## config.mk

```make
export PLATFORM = sky130hd
export DESIGN_NAME = mult_rr_arbiter_flat
export DESIGN_NICKNAME = d
export VERILOG_FILES = /design/src/rtl/mult_rr_arbiter_if.sv /design/src/rtl/mult_rr_arbiter.sv /design/src/flat_wrapper.sv
export SDC_FILE = /design/constraint.sdc
export NUM_CORES = 1
export LEC_CHECK = 0
export ABC_CLOCK_PERIOD_IN_PS = 2700
export BUFFER_PORTS_ARGS = -buffer_cell sky130_fd_sc_hd__buf_4
export CORE_AREA = 2 2 155 157
export DETAILED_ROUTE_END_ITERATION = 6
export DIE_AREA = 0 0 157 159
export PLACE_DENSITY = 0.7
export SLEW_MARGIN = 20
export SYNTH_ARGS = -nofsm -noshare
export SYNTH_HDL_FRONTEND = slang
export SYNTH_SLANG_ARGS = --single-unit
```

## constraint.sdc

```tcl
create_clock -name clk -period 2.7 [get_ports clk]
set_input_delay 0.405 -clock clk [delete_from_list [all_inputs] [get_ports clk]]
set_output_delay 0.405 -clock clk [all_outputs]
set_load 0.05 [all_outputs]
```

## src/rtl/mult_rr_arbiter_if.sv

```systemverilog
// ---------------------------------------------------------------------------
// mult_rr_arbiter_if
// Bundles the requester channels and the shared multiplier bus seen by
// mult_rr_arbiter.
//   req_valid/req_ready/req_x/req_y : per-requester operand channel
//   rsp_valid/rsp_ready/rsp_hi/rsp_lo/rsp_err : per-requester result channel
//   m_bgn/m_ibus/m_obus/m_fin : bus to the shared multiplier unit
// Modports:
//   slave  - the arbiter
//   master - the environment (requesters plus multiplier)
// ---------------------------------------------------------------------------
interface mult_rr_arbiter_if #(
    parameter int N_REQ = 4,
    parameter int WIDTH = 32
);
    logic [N_REQ-1:0]       req_valid;
    logic [N_REQ-1:0]       req_ready;
    logic [N_REQ*WIDTH-1:0] req_x;
    logic [N_REQ*WIDTH-1:0] req_y;
    logic [N_REQ-1:0]       rsp_valid;
    logic [N_REQ-1:0]       rsp_ready;
    logic [WIDTH-1:0]       rsp_hi;
    logic [WIDTH-1:0]       rsp_lo;
    logic                   rsp_err;
    logic                   m_bgn;
    logic [WIDTH-1:0]       m_ibus;
    logic [WIDTH-1:0]       m_obus;
    logic                   m_fin;

    modport slave (
        input  req_valid, req_x, req_y, rsp_ready, m_obus, m_fin,
        output req_ready, rsp_valid, rsp_hi, rsp_lo, rsp_err, m_bgn, m_ibus
    );

    modport master (
        output req_valid, req_x, req_y, rsp_ready, m_obus, m_fin,
        input  req_ready, rsp_valid, rsp_hi, rsp_lo, rsp_err, m_bgn, m_ibus
    );
endinterface

```

## src/rtl/mult_rr_arbiter.sv

```systemverilog
// ---------------------------------------------------------------------------
// mult_rr_arbiter
// Round-robin scheduler sharing one bus-based multiplier between N_REQ
// requesters. Operands are shifted onto m_ibus (x twice, y twice, with m_bgn
// on the first x cycle), then the two result words are collected from m_obus
// (high word the cycle before m_fin, low word in the m_fin cycle) and
// returned to the granted requester.
// Ports:
//   clk   - clock
//   rst_b - asynchronous reset, active-low
//   bus   - mult_rr_arbiter_if.slave (request/response channels, multiplier bus)
// Optional build macro MULT_ARB_TIMEOUT_EN: adds a watchdog on m_fin that
// returns rsp_err=1 with a zero product after TIMEOUT WAIT cycles.
//
// state | meaning
// IDLE  | pick next requester from ptr, handshake and latch operands
// LDX0  | m_bgn pulse, x on m_ibus
// LDX1  | x on m_ibus
// LDY0  | y on m_ibus
// LDY1  | y on m_ibus
// WAIT  | track m_obus, wait for m_fin (or watchdog)
// RESP  | present result to granted requester until rsp_ready
// ---------------------------------------------------------------------------
module mult_rr_arbiter #(
    parameter int N_REQ   = 4,
    parameter int WIDTH   = 32,
    parameter int TIMEOUT = 64
) (
    input logic              clk,
    input logic              rst_b,
    mult_rr_arbiter_if.slave bus
);
    localparam int IW = $clog2(N_REQ);

    if (N_REQ < 2 || N_REQ > 8) begin : g_bad_n_req
        $error("mult_rr_arbiter: N_REQ must be in 2..8");
    end
    if (TIMEOUT < 1) begin : g_bad_timeout
        $error("mult_rr_arbiter: TIMEOUT must be at least 1");
    end

    typedef enum logic [2:0] {
        S_IDLE,
        S_LDX0,
        S_LDX1,
        S_LDY0,
        S_LDY1,
        S_WAIT,
        S_RESP
    } state_t;

    state_t           state_q, state_d;
    logic [IW-1:0]    ptr_q, ptr_d;
    logic [IW-1:0]    gnt_q, gnt_d;
    logic [WIDTH-1:0] x_q, x_d;
    logic [WIDTH-1:0] y_q, y_d;
    logic [WIDTH-1:0] prev_q, prev_d;
    logic [WIDTH-1:0] hi_q, hi_d;
    logic [WIDTH-1:0] lo_q, lo_d;
    logic             err_q, err_d;

    logic             found;
    logic [IW-1:0]    pick;
    logic             expired;

    // First valid requester at or above ptr, wrapping past N_REQ-1.
    always_comb begin
        int j;
        j     = 0;
        found = 1'b0;
        pick  = '0;
        for (int i = 0; i < N_REQ; i++) begin
            j = int'(ptr_q) + i;
            if (j >= N_REQ) j = j - N_REQ;
            if (!found && bus.req_valid[j]) begin
                found = 1'b1;
                pick  = IW'(j);
            end
        end
    end

`ifdef MULT_ARB_TIMEOUT_EN
    localparam int              CW       = $clog2(TIMEOUT + 1);
    localparam logic [CW-1:0]   CNT_LAST = CW'(TIMEOUT - 1);
    logic [CW-1:0] cnt_q, cnt_d;

    // Cleared while entering WAIT; the last WAIT cycle is the one where
    // the count is about to reach TIMEOUT.
    always_comb begin
        cnt_d = cnt_q;
        if (state_q == S_LDY1)      cnt_d = '0;
        else if (state_q == S_WAIT) cnt_d = cnt_q + 1'b1;
    end

    always_ff @(posedge clk or negedge rst_b) begin
        if (!rst_b) cnt_q <= '0;
        else        cnt_q <= cnt_d;
    end

    assign expired = (cnt_q == CNT_LAST);
`else
    assign expired = 1'b0;
`endif

    always_comb begin
        state_d = state_q;
        ptr_d   = ptr_q;
        gnt_d   = gnt_q;
        x_d     = x_q;
        y_d     = y_q;
        prev_d  = prev_q;
        hi_d    = hi_q;
        lo_d    = lo_q;
        err_d   = err_q;

        bus.req_ready = '0;
        bus.rsp_valid = '0;
        bus.m_bgn     = 1'b0;
        bus.m_ibus    = '0;

        unique case (state_q)
            S_IDLE: begin
                if (found) begin
                    bus.req_ready[pick] = 1'b1;
                    gnt_d   = pick;
                    x_d     = bus.req_x[int'(pick)*WIDTH +: WIDTH];
                    y_d     = bus.req_y[int'(pick)*WIDTH +: WIDTH];
                    state_d = S_LDX0;
                end
            end
            S_LDX0: begin
                bus.m_bgn  = 1'b1;
                bus.m_ibus = x_q;
                state_d    = S_LDX1;
            end
            S_LDX1: begin
                bus.m_ibus = x_q;
                state_d    = S_LDY0;
            end
            S_LDY0: begin
                bus.m_ibus = y_q;
                state_d    = S_LDY1;
            end
            S_LDY1: begin
                bus.m_ibus = y_q;
                state_d    = S_WAIT;
            end
            S_WAIT: begin
                // Multiplier presents the high word one cycle ahead of fin.
                prev_d = bus.m_obus;
                if (bus.m_fin) begin
                    hi_d    = prev_q;
                    lo_d    = bus.m_obus;
                    err_d   = 1'b0;
                    state_d = S_RESP;
                end else if (expired) begin
                    hi_d    = '0;
                    lo_d    = '0;
                    err_d   = 1'b1;
                    state_d = S_RESP;
                end
            end
            S_RESP: begin
                bus.rsp_valid[gnt_q] = 1'b1;
                if (bus.rsp_ready[gnt_q]) begin
                    ptr_d   = (gnt_q == IW'(N_REQ - 1)) ? '0 : gnt_q + 1'b1;
                    state_d = S_IDLE;
                end
            end
            default: state_d = S_IDLE;
        endcase
    end

    always_ff @(posedge clk or negedge rst_b) begin
        if (!rst_b) begin
            state_q <= S_IDLE;
            ptr_q   <= '0;
            gnt_q   <= '0;
            x_q     <= '0;
            y_q     <= '0;
            prev_q  <= '0;
            hi_q    <= '0;
            lo_q    <= '0;
            err_q   <= 1'b0;
        end else begin
            state_q <= state_d;
            ptr_q   <= ptr_d;
            gnt_q   <= gnt_d;
            x_q     <= x_d;
            y_q     <= y_d;
            prev_q  <= prev_d;
            hi_q    <= hi_d;
            lo_q    <= lo_d;
            err_q   <= err_d;
        end
    end

    assign bus.rsp_hi  = hi_q;
    assign bus.rsp_lo  = lo_q;
    assign bus.rsp_err = err_q;
endmodule

```

## src/flat_wrapper.sv

```systemverilog
// flat-port wrapper written by rule: the top's interface ports become plain ports
module mult_rr_arbiter_flat 
#(
    parameter int N_REQ   = 4,
    parameter int WIDTH   = 32,
    parameter int TIMEOUT = 64
)
  (clk, rst_b, bus_req_valid, bus_req_x, bus_req_y, bus_rsp_ready, bus_m_obus, bus_m_fin, bus_req_ready, bus_rsp_valid, bus_rsp_hi, bus_rsp_lo, bus_rsp_err, bus_m_bgn, bus_m_ibus);
  mult_rr_arbiter_if #(.N_REQ(N_REQ), .WIDTH(WIDTH)) bus_i ();
  input logic clk;
  input logic rst_b;
  input wire logic [$bits(bus_i.req_valid)-1:0] bus_req_valid;
  input wire logic [$bits(bus_i.req_x)-1:0] bus_req_x;
  input wire logic [$bits(bus_i.req_y)-1:0] bus_req_y;
  input wire logic [$bits(bus_i.rsp_ready)-1:0] bus_rsp_ready;
  input wire logic [$bits(bus_i.m_obus)-1:0] bus_m_obus;
  input wire logic [$bits(bus_i.m_fin)-1:0] bus_m_fin;
  output wire logic [$bits(bus_i.req_ready)-1:0] bus_req_ready;
  output wire logic [$bits(bus_i.rsp_valid)-1:0] bus_rsp_valid;
  output wire logic [$bits(bus_i.rsp_hi)-1:0] bus_rsp_hi;
  output wire logic [$bits(bus_i.rsp_lo)-1:0] bus_rsp_lo;
  output wire logic [$bits(bus_i.rsp_err)-1:0] bus_rsp_err;
  output wire logic [$bits(bus_i.m_bgn)-1:0] bus_m_bgn;
  output wire logic [$bits(bus_i.m_ibus)-1:0] bus_m_ibus;
  assign bus_i.req_valid = bus_req_valid;
  assign bus_i.req_x = bus_req_x;
  assign bus_i.req_y = bus_req_y;
  assign bus_i.rsp_ready = bus_rsp_ready;
  assign bus_i.m_obus = bus_m_obus;
  assign bus_i.m_fin = bus_m_fin;
  assign bus_req_ready = bus_i.req_ready;
  assign bus_rsp_valid = bus_i.rsp_valid;
  assign bus_rsp_hi = bus_i.rsp_hi;
  assign bus_rsp_lo = bus_i.rsp_lo;
  assign bus_rsp_err = bus_i.rsp_err;
  assign bus_m_bgn = bus_i.m_bgn;
  assign bus_m_ibus = bus_i.m_ibus;
  mult_rr_arbiter #(.N_REQ(N_REQ), .WIDTH(WIDTH), .TIMEOUT(TIMEOUT)) u_core (.clk(clk), .rst_b(rst_b), .bus(bus_i));
endmodule
```

## Word level (Yosys, flattened, before mapping)

Cells that the tools add are included.

- Bits in registers: 167
- Input bits: 299
- Output and inout port bits: 106
- Logic and storage cells: 95

- Add/sub/neg operators: 8
- Magnitude comparators: 12
- Eq/ne operators: 10
- Shift-type cells: 2
- Multiplexer cells: 40
- Reduce and logical (&&, ||, !) cells: 15

Operator list:

| kind | count |
|---|---|
| indexed part select 128 x 8 -> 32 bit | 2 |
| less-than comparator 32 x 4 -> 1 bit (second input constant) | 4 |
| two-way mux 32 bit | 4 |
| greater-or-equal comparator 32 x 4 -> 1 bit (second input constant) | 3 |
| subtractor 32 x 4 -> 32 bit (second input constant) | 3 |
| one-hot mux 32 bit (2 select lines) | 1 |
| one-hot mux 3 bit (7 select lines) | 1 |
| two-way mux 1 bit | 16 |
| two-way mux 4 bit | 3 |
| binary-select mux 1 bit (select 2 bit) | 5 |
| two-way mux 2 bit | 5 |
| == test 3 bit (second input constant) | 3 |
| two-way mux 3 bit | 3 |
| adder 2 x 2 -> 3 bit (second input constant) | 2 |
| == test 3 x 2 -> 1 bit (second input constant) | 2 |
| less-than comparator 2 x 3 -> 1 bit (second input constant) | 2 |
| AND reduction 2 bit | 3 |
| logical AND 1 bit | 5 |
| demux 1 bit (select 2 bit) | 2 |
| greater-or-equal comparator 2 x 1 -> 1 bit (second input constant) | 2 |
| != test 2 x 1 -> 1 bit (second input constant) | 2 |
| OR reduction 2 bit | 2 |
| subtractor 2 x 3 -> 4 bit (second input constant) | 1 |
| adder 2 x 1 -> 3 bit (second input constant) | 1 |
| 8 further kinds | 10 |

## Logic depth before layout (Yosys ltp)

Gate-level depths: netlist (run 1).

- Word-level depth: 21
- Gate-level depth with buffers: 7
- Mapped depth without buffers: 5

## Least setup slack after synthesis (run 1)

No wires, ideal clock.

- Path kind: register to output
- Start point: register u_core.state_q[1]
- End point: output port bus_req_ready[2]
- Arrival time: 2556 ps
- Data required time: 2295 ps
- Setup slack: -261 ps
- Stages on the path, launching flop included: 7
- Path buffers: 4
- Cell sequence: dfrtp_1 > buf_2 > or4_1 > buf_2 > buf_2 > buf_1 > nor3_1

- Cells in the longest elaborated chain, start to end: 2

RTL lines:

| item | line | RTL |
|---|---|---|
| from (decl) | mult_rr_arbiter.sv:52 | `state_t state_q, state_d;` |
| from (signal assigned) | mult_rr_arbiter.sv:186 | `state_q <= state_d;` |
| zero test 3 bit | mult_rr_arbiter.sv:121 | `unique case (state_q)` |
| two-way mux 4 bit | mult_rr_arbiter.sv:121 |  |
| to (decl) | flat_wrapper.sv:18 | `output wire logic [$bits(bus_i.req_ready)-1:0] bus_req_ready;` |

Every way passes these cells.

## Worst setup path in the final report (run 1)

- Start point: register u_core.ptr_q[1]
- End point: output port bus_req_ready[0]

- Cells in the longest elaborated chain, start to end: 21
- Elaborated cells between the ends (all ways): 48
- Classes of those cells: add/sub (7); order compare (6); mux (28); reduce/logical (7)

RTL lines:

| item | line | RTL |
|---|---|---|
| from (decl) | mult_rr_arbiter.sv:53 | `logic [IW-1:0] ptr_q, ptr_d;` |
| from (signal assigned) | mult_rr_arbiter.sv:187 | `ptr_q <= ptr_d;` |
| branches (longest 19 deep; another with subtractor 32 x 4 -> 32 bit) | n/a |  |
| two-way mux 4 bit (*) | mult_rr_arbiter.sv:123 | `if (found) begin` |
| two-way mux 4 bit (*) | mult_rr_arbiter.sv:121 |  |

Every way passes the cells marked *. The select of a mux whose other input is x is not followed.

==> results of run 1 <==
-- cell usage in the layout, fill, tap and decap left out, types with 3 or more instances in the layout --
master,netlist,routed
o211ai_2,48,48
o21ai_0,3,3
clkinv_8,0,6
clkbuf_16,0,17
nor2_1,8,6
o211ai_1,16,16
and2_1,4,4
buf_4,2,425
ha_1,4,4
o31ai_1,65,65
a22o_1,32,32
dfrtp_1,167,165
mux2_2,97,97
inv_1,4,4
mux2i_1,64,64
nand2_1,74,74
buf_12,0,11
nand4_1,65,65
a211o_1,64,64
inv_8,0,3
nor2_4,0,3
-- worst max-delay path, delay by kind of cell (launching register included) --
family / cells / cell delay, ps
compound gates: 1 / 240
buf+inv: 1 / 220
flops: 1 / 460
simple gates: 3 / 910
-- repair_timing --
item | in CTS | in global routing
pin swaps | 1 | 4
hold buffers | 1 | 0
cloned | 1 | 0
buffers inserted | 2 | 7
endpoints found under the hold margin | 58 | 0
resized for setup | 2 | 4
endpoints found under the setup margin | 32 | 36
-- routing by layer --
layer / wire length (µm) / global-route usage [%] / vias to the layer above
met4: 686 / 7.59 / 0
met2: 16700 / 44.0 / 468
met1: 13900 / 35.4 / 4307
met5: 0 / 0 / -
met3: 2820 / 5.25 / 45
li1: - / - / 3980
-- kinds of logic after synthesis --
family / count (synthesis) / synth area share, %
AO/OA/AOI/OAI: 240 / 22.7
flip-flops: 167 / 44.2
AND/OR/NAND/NOR: 164 / 8.73
multiplexers: 162 / 18.6
buffers and inverters: 101 / 5.16
adder cells (fa/ha/maj): 4 / 0.530
other: 1 / 0.0397
XOR/XNOR: 1 / 0.0927
-- state kept, by name, summed over array words and instances, names as in the netlist --
name,count
u_core.y_q,32
u_core.state_q,3
u_core.bus.rsp_hi,32
u_core.x_q,32
u_core.gnt_q,2
u_core.bus.rsp_lo,32
u_core.prev_q,32
u_core.ptr_q,2
-- power breakdown --
| part | internal, mW | switching, mW | leakage [nW] | total [mW] |
|---|---|---|---|---|
| clock network | 1.37 | 1.25 | 0.311 | 2.62 |
| logic | 3.94 | 6.74 | 4.13 | 10.7 |
| registers | 3.77 | 0.859 | 2.03 | 4.62 |
-- cell type report --
| cell class | instances | share of cell area [%] |
|---|---|---|
| multi-input cells | 573 | 36.1 |
| inverters | 4 | 0.111 |
| clock buffers | 17 | 3.14 |
| clock inverters | 15 | 1.62 |
| well taps | 319 | 2.94 |
| flip-flops and latches | 167 | 30.8 |
| repair buffers | 438 | 25.3 |
-- worst paths after layout --
kind | slack, ps | startpoint | depth (start not counted) | end
hold / removal | 200 | bus_m_fin | 2 | u_core.state_q[0]
setup / recovery | 50 | u_core.ptr_q[1] | 5 | bus_req_ready[0]
min in group asynchronous | 510 | rst_b | 2 | u_core.bus.rsp_lo[20]
setup reg to reg | 460 | u_core.ptr_q[1] | 7 | u_core.x_q[0]
max in group asynchronous | 1440 | rst_b | 3 | u_core.ptr_q[1]
hold reg to reg | 500 | u_core.prev_q[2] | 1 | u_core.bus.rsp_hi[2]
==> results.json, run 1 <==
{
  "status": "finished, final reports clean",
  "finalCriticalPeriod_ps": 2650,
  "crit_path_end_kind": "output port",
  "rsz0062_at_grt": "no",
  "cts_sinks": 167,
  "drive_gt1_share_pct": 52.1,
  "placed_area_um2": 12800,
  "pin_count": 405,
  "antenna_found_initial": 0,
  "synthArstFlopShare_pct": 100,
  "clk-insertion-delay-late_ps": 440,
  "cp_slowest_cell": "nor3_1",
  "dpl_worst_slack_ps": 269,
  "whs_ps": 202,
  "drt_iter0_drc": 637,
  "synth_common_cells": "dfrtp_1 (167), mux2_2 (97), nand2_1 (74)",
  "vdd_drop_max_mv": 0.716,
  "min_path_type": "input port to register",
  "dieArea_um2": 25000,
  "slowest_delay_ps": 580,
  "yosys_warnings": 0,
  "fillers": 1967,
  "synth_edf_count": 0,
  "nets": 1504,
  "numCtsBuffers": 17,
  "start_util_pct": 40.7,
  "ys.flop_type": "dfrtp_1",
  "synthMostInstantiatedCell": "dfrtp_1",
  "timing.final.crit_share_pct": 98.3,
  "hpwl_mm": 23.7,
  "synthesis.area_um2": 9450,
  "cts_tree": "done",
  "grt-ovfl-total": 0,
  "synthToLayoutAreaGrowth_pct": 43.5,
  "diodes": 0,
  "multiInputGateArea_um2": 4890,
  "p_total_mw": 17.9,
  "slew_viol_final": 0,
  "synthCells": 840,
  "synth-seq-area-share_pct": 44.2,
  "routed_via_density": 5.74,
  "required_ps": 2300,
  "layout.cells.non_filler": 1533,
  "grt_pass1_vias": 8679,
  "path_max_fanout": 7,
  "gp_congestion": 0.923,
  "drc_errors": 0,
  "synth_top_area_share_pct": 44.2,
  "worst_slack_ps": 45.9,
  "num_vias": 8800,
  "maxCapViolations": 0,
  "fin_area_um2": 13600,
  "synth_fp_nets": 1143,
  "cts-root-buf": "clkbuf_16",
  "path_clk_slew_ps": 70,
  "tns_ps": 0,
  "p_leak_nw": 6.47,
  "setup_violations": 0,
  "ys_ff_latch": 167,
  "cellPowerDensity_nw_per_um2": 1320,
  "clockBufferDepth": 2,
  "detail-route-antenna-nets": 0,
  "arrival_ps": 2250,
  "dr.pass1.iters": 5,
  "fmax_mhz": 377,
  "start_kind": "register",
  "wl_per_cell_um": 22.3,
  "critPathKind": "register to output port",
  "grt_pass1_wl_mm": 51.2,
  "row_count": 56,
  "syn_avg_cell_area_um2": 11.3,
  "die_x_um": 157,
  "crit_path_cell_trace": "nor2b_2 > o21a_2 > nor3_1 > nor2_1 > buf_4",
  "yosys-top-cells-area": "dfrtp_1 (44%), mux2_2 (12%), mux2i_1 (6.8%)",
  "cts_htree_levels": 4,
  "grt.total_usage_pct": 26.6,
  "yosysTopAreaCell": "dfrtp_1",
  "fp.coreArea_um2": 23200,
  "slew-limit-headroom_pct": 46.0,
  "finalClockSkew_ps": 21.3,
  "final_util_pct": 58.5,
  "io_buffers": 403,
  "yosysUniqueCellTypes": 38,
  "drt-total-wl_mm": 34.2,
  "hold_viol": 0,
  "max_slew.worst_pin.slew_ps": 810,
  "dp_cells": 1490,
  "fp.dieH_um": 159,
  "grt_max_degree": 65,
  "regArea_um2": 4180
}
Power figures use the tool's default switching activity.
==> inputs of run 2 (changes only) <==
- CORE_AREA: 2 2 155 157 -> unset
- CORE_ASPECT_RATIO: unset -> 0.5
- CORE_MARGIN: unset -> 2
- CORE_UTILIZATION: unset -> 52
- DIE_AREA: 0 0 157 159 -> unset
- PLACE_DENSITY: 0.7 -> 0.86
==> results.json, run 2 (synthesis gave the netlist of run 1 again) <==
{
  "drt-total-wl_mm": 31.6,
  "numCtsBuffers": 17,
  "grt.total_usage_pct": 32.7,
  "fmax_mhz": 387,
  "combinationalPowerShare_pct": 59.7,
  "hpwl_mm": 22.6,
  "setup_violations": 0,
  "crit_path_end_kind": "output port",
  "tns_ps": 0,
  "maxCapViolations": 0,
  "fp.dieH_um": 99.3,
  "cts_htree_levels": 4,
  "pin_count": 405,
  "status": "finished, final reports clean",
  "p_total_mw": 17.4,
  "diodes": 0,
  "dr.pass1.iters": 5,
  "cts_sinks": 167,
  "hold_viol": 0,
  "p_clk_share_pct": 13.9,
  "nets": 1497,
  "grt-ovfl-total": 0,
  "row_count": 34,
  "synthToLayoutAreaGrowth_pct": 40.4,
  "final_util_pct": 75.5,
  "layout.cells.non_filler": 1441,
  "cts-root-buf": "clkbuf_16",
  "path_clk_slew_ps": 80,
  "cts_hold_buffers": 0,
  "rsz0062_at_grt": "no",
  "layout_common_cells": "buf_4 (424), dfrtp_1 (167), mux2_2 (97), nand2_1 (74)",
  "clk-insertion-delay-late_ps": 430,
  "timing.final.crit_share_pct": 95.6,
  "fp.coreArea_um2": 17600,
  "dp_cells": 1407,
  "cts_tree": "done",
  "drive_gt1_share_pct": 51.6,
  "reg2reg_depth": 7,
  "drc_errors": 0,
  "sequentialPowerShare_pct": 26.4,
  "slew_viol_final": 0,
  "num_vias": 8760,
  "wl_per_cell_um": 22.0,
  "antenna_found_initial": 0,
  "grt_max_degree": 79,
  "grt_pass1_vias": 8903,
  "arrival_ps": 2180,
  "path_max_fanout": 13,
  "finalCriticalPeriod_ps": 2580,
  "min_path_type": "input port to async pin",
  "cellPowerDensity_nw_per_um2": 1310,
  "p_sw_share_pct": 49.4,
  "finalClockSkew_ps": 11.4,
  "clockBufferDepth": 2,
  "start_kind": "register",
  "detail-route-antenna-nets": 0,
  "die_x_um": 195,
  "vdd_drop_max_mv": 0.723,
  "netSwitchingPower_mw": 8.57,
  "placed_area_um2": 12700,
  "fillers": 1172,
  "final_common_cell": "buf_4",
  "io_buffers": 403,
  "dieArea_um2": 19300,
  "routed_via_density": 6.08,
  "fin_area_um2": 13300,
  "grt_pass1_wl_mm": 49.4,
  "start_util_pct": 53.8,
  "max_slew.worst_pin.slew_ps": 779,
  "gp_congestion": 0.893,
  "slew-limit-headroom_pct": 48.1,
  "critPathKind": "register to output port",
  "p_leak_nw": 6.39,
  "internal_power_mw": 8.78,
  "required_ps": 2300,
  "drt_iter0_drc": 686
}
## run 2: area by class of cell
cell class                 instances  area (µm²)  share of cell area [%]
clock inverter                    14         163                    1.23
sequential                       167        4180                    31.5
timing repair buffer             432        3330                    25.1
multi-input combinational        572        4850                    36.5
clock buffer                      18         439                    3.31
inverter                           4        15.0                   0.113
tap                              234         293                    2.21
## run 2: power by group through the flow
stage | Sequential [mW] | Combinational [mW] | Clock (mW)
2_1_floorplan | 5.99 | 5.69 | 0
3_3_place_gp | 4.47 | 10.1 | 0
3_5_place_dp | 4.57 | 10.3 | 0
4_1_cts | 4.56 | 10.3 | 2.45
5_1_grt | 4.71 | 10.9 | 2.55
6_report | 4.57 | 10.4 | 2.42
## run 2: worst max-delay path, cell delays in order (launching register included)
cell     delay (ps)
dfrtp_1         450
nor2b_2         220
o21a_2          320
nor3_1          430
nor3_1          120
buf_4           210
## run 2: worst paths after layout
check,start,to,slack [ps]
worst min register to register,u_core.y_q[8],u_core.y_q[8],500
max in group asynchronous,rst_b,u_core.x_q[3],1860
worst max-delay path,u_core.ptr_q[1],bus_req_ready[2],120
worst min-delay path,rst_b,u_core.prev_q[19],20
worst max register to register,u_core.ptr_q[1],u_core.x_q[10],410
min in group clk,bus_m_fin,u_core.state_q[0],200
## run 2: repair_timing
item	in CTS	in global routing
endpoints found under the setup margin	0	3
setup buffers	0	2
gates resized for setup	0	1
## run 2: per-stage QoR
| step | hold WS, ps | worst slack [ps] |
|---|---|---|
| global route | 70.3 | 56.7 |
| floorplan | 109 | -261 |
| CTS | 35.6 | 76.2 |
| global placement | 479 | 487 |
| finish | 24.5 | 118 |
| detailed placement | 484 | 476 |
## run 2: metal layers
metal | global-route usage [%] | up-vias | share of wire, %
li1 | - | 3962 | -
met1 | 43.3 | 4285 | 41
met2 | 56.1 | 441 | 50
met3 | 5.32 | 72 | 6.8
met4 | 10.0 | 0 | 2.9
met5 | 0 | - | 0
==> inputs of run 3 (changes only) <==
==> constraint.sdc (replaced) <==
create_clock -name clk -period 2.7 [get_ports clk]
set_input_delay 0.135 -clock clk [delete_from_list [all_inputs] [get_ports clk]]
set_output_delay 0.135 -clock clk [all_outputs]
set_load 0.05 [all_outputs]
==> results.json, run 3 (synthesis gave the netlist of run 1 again) <==
{
  "rr_endpoint": "u_core.x_q[0]",
  "nets": 1534,
  "die_x_um": 195,
  "synthToLayoutAreaGrowth_pct": 44.6,
  "min_path_type": "input port to register",
  "detail-route-antenna-nets": 0,
  "hpwl_mm": 23.2,
  "setup_violations": 0,
  "fp.coreArea_um2": 17600,
  "dieArea_um2": 19300,
  "drc_errors": 0,
  "critPathKind": "register to output port",
  "timing.final.crit_share_pct": 96.7,
  "grt.total_usage_pct": 33.9,
  "hold_start": "bus_req_y[41]",
  "io_buffers": 403,
  "finalClockSkew_ps": 12.5,
  "grt_max_degree": 92,
  "grt_pass1_wl_mm": 51.2,
  "path_max_fanout": 25,
  "path_clk_slew_ps": 70,
  "grt_pass1_vias": 9141,
  "arrival_ps": 2480,
  "finalCriticalPeriod_ps": 2610,
  "clockBufferDepth": 2,
  "status": "finished, final reports clean",
  "start_util_pct": 53.8,
  "grt-ovfl-total": 0,
  "timing.rr.start": "u_core.state_q[2]",
  "p_leak_nw": 6.57,
  "dr.pass1.iters": 5,
  "row_count": 34,
  "fp.dieH_um": 99.3,
  "whs_ps": 13.8,
  "hold_viol": 0,
  "cellPowerDensity_nw_per_um2": 1290,
  "final_common_cell": "buf_4",
  "reg2reg_depth": 4,
  "layout.cells.non_filler": 1478,
  "min_to": "u_core.y_q[9]",
  "numCtsBuffers": 17,
  "gp_congestion": 0.931,
  "num_vias": 9115,
  "layout_common_cells": "buf_4 (424), dfrtp_1 (167), mux2_2 (97), nand2_1 (74)",
  "placed_area_um2": 12700,
  "drive_gt1_share_pct": 50.2,
  "pin_count": 405,
  "cts_tree": "done",
  "maxCapViolations": 0,
  "cts_sinks": 167,
  "vdd_drop_max_mv": 0.809,
  "diodes": 0,
  "routed_via_density": 6.17,
  "max_slew.worst_pin.slew_ps": 913,
  "start_kind": "register",
  "crit_path_end_kind": "output port",
  "clk-insertion-delay-late_ps": 420,
  "required_ps": 2570,
  "rrSetupSlack_ps": 460,
  "holdPathStages": 3,
  "fmax_mhz": 383,
  "tns_ps": 0,
  "drt-total-wl_mm": 33.3,
  "dp_cells": 1411,
  "wl_per_cell_um": 22.5,
  "antenna_found_initial": 0,
  "slew-limit-headroom_pct": 39.2,
  "cts_htree_levels": 4,
  "cts-root-buf": "clkbuf_16",
  "drt_iter0_drc": 781,
  "fillers": 1092,
  "slew_viol_final": 0,
  "fin_area_um2": 13700
}
## run 3: changes by cell type in the layout (fill, tap and decap cells not counted), moves of 2 or more
cell	before	now
clkinvlp_4	2	0
inv_8	2	5
dlygate4sd3_1	0	34
clkinv_8	5	3
## run 3: final cells by class
class	count	area, µm²	share of cell area (%)
Sequential cell	167	4180	30.6
Clock inverter	15	184	1.35
Clock buffer	17	425	3.11
Inverter	4	15.0	0.110
Timing Repair Buffer	468	3710	27.1
Multi-Input combinational cell	573	4860	35.6
Tap cell	234	293	2.14
## run 3: layer usage
metal	part of all wire (%)	GRT usage (%)	up-vias
met5	0	0	-
met4	3.0	12.2	0
met3	8.1	6.07	82
met2	49	57.5	529
met1	40	44.2	4480
li1	-	-	4024
## run 3: where the power goes
group          internal [mW]  switching (mW)
Sequential              3.77           0.899
Combinational           3.80            6.65
Clock                   1.34            1.17
## run 3: per-stage QoR
step,setup WS (ps),total power [mW],utilization [%]
final,88.8,17.6,77.8
after global routing,-8.59,18.4,77.8
after CTS,86.5,17.4,77.7
after detailed placement,228,14.9,72.2
after global placement,365,14.5,72.2
after floorplan,8.97,11.7,-
## run 3: worst max-delay path by stage
stage,startpoint,endpoint,cells after the start
5_1_grt,u_core.state_q[2],bus_req_ready[1],4
3_3_place_gp,u_core.state_q[1],bus_m_ibus[4],6
4_1_cts,u_core.state_q[1],bus_m_ibus[29],6
6_report,u_core.state_q[2],bus_req_ready[0],4
2_1_floorplan,u_core.state_q[1],bus_req_ready[2],6
3_5_place_dp,u_core.state_q[1],bus_m_ibus[29],6
## run 3: repair_timing
item | 4_1_cts | 5_1_grt
endpoints found under the hold margin | 154 | 0
gates resized for setup | 1 | 1
setup buffers | 0 | 0
cloned | 0 | 1
hold buffers | 34 | 0
setup endpoints to repair | 14 | 8
pin swaps | 0 | 1
## run 3: worst max-delay path: stages (launching register included)
cell and delay (ps):
dfrtp_1 510, or4_4 720, nand2b_4 420, nor2_1 190, buf_4 220
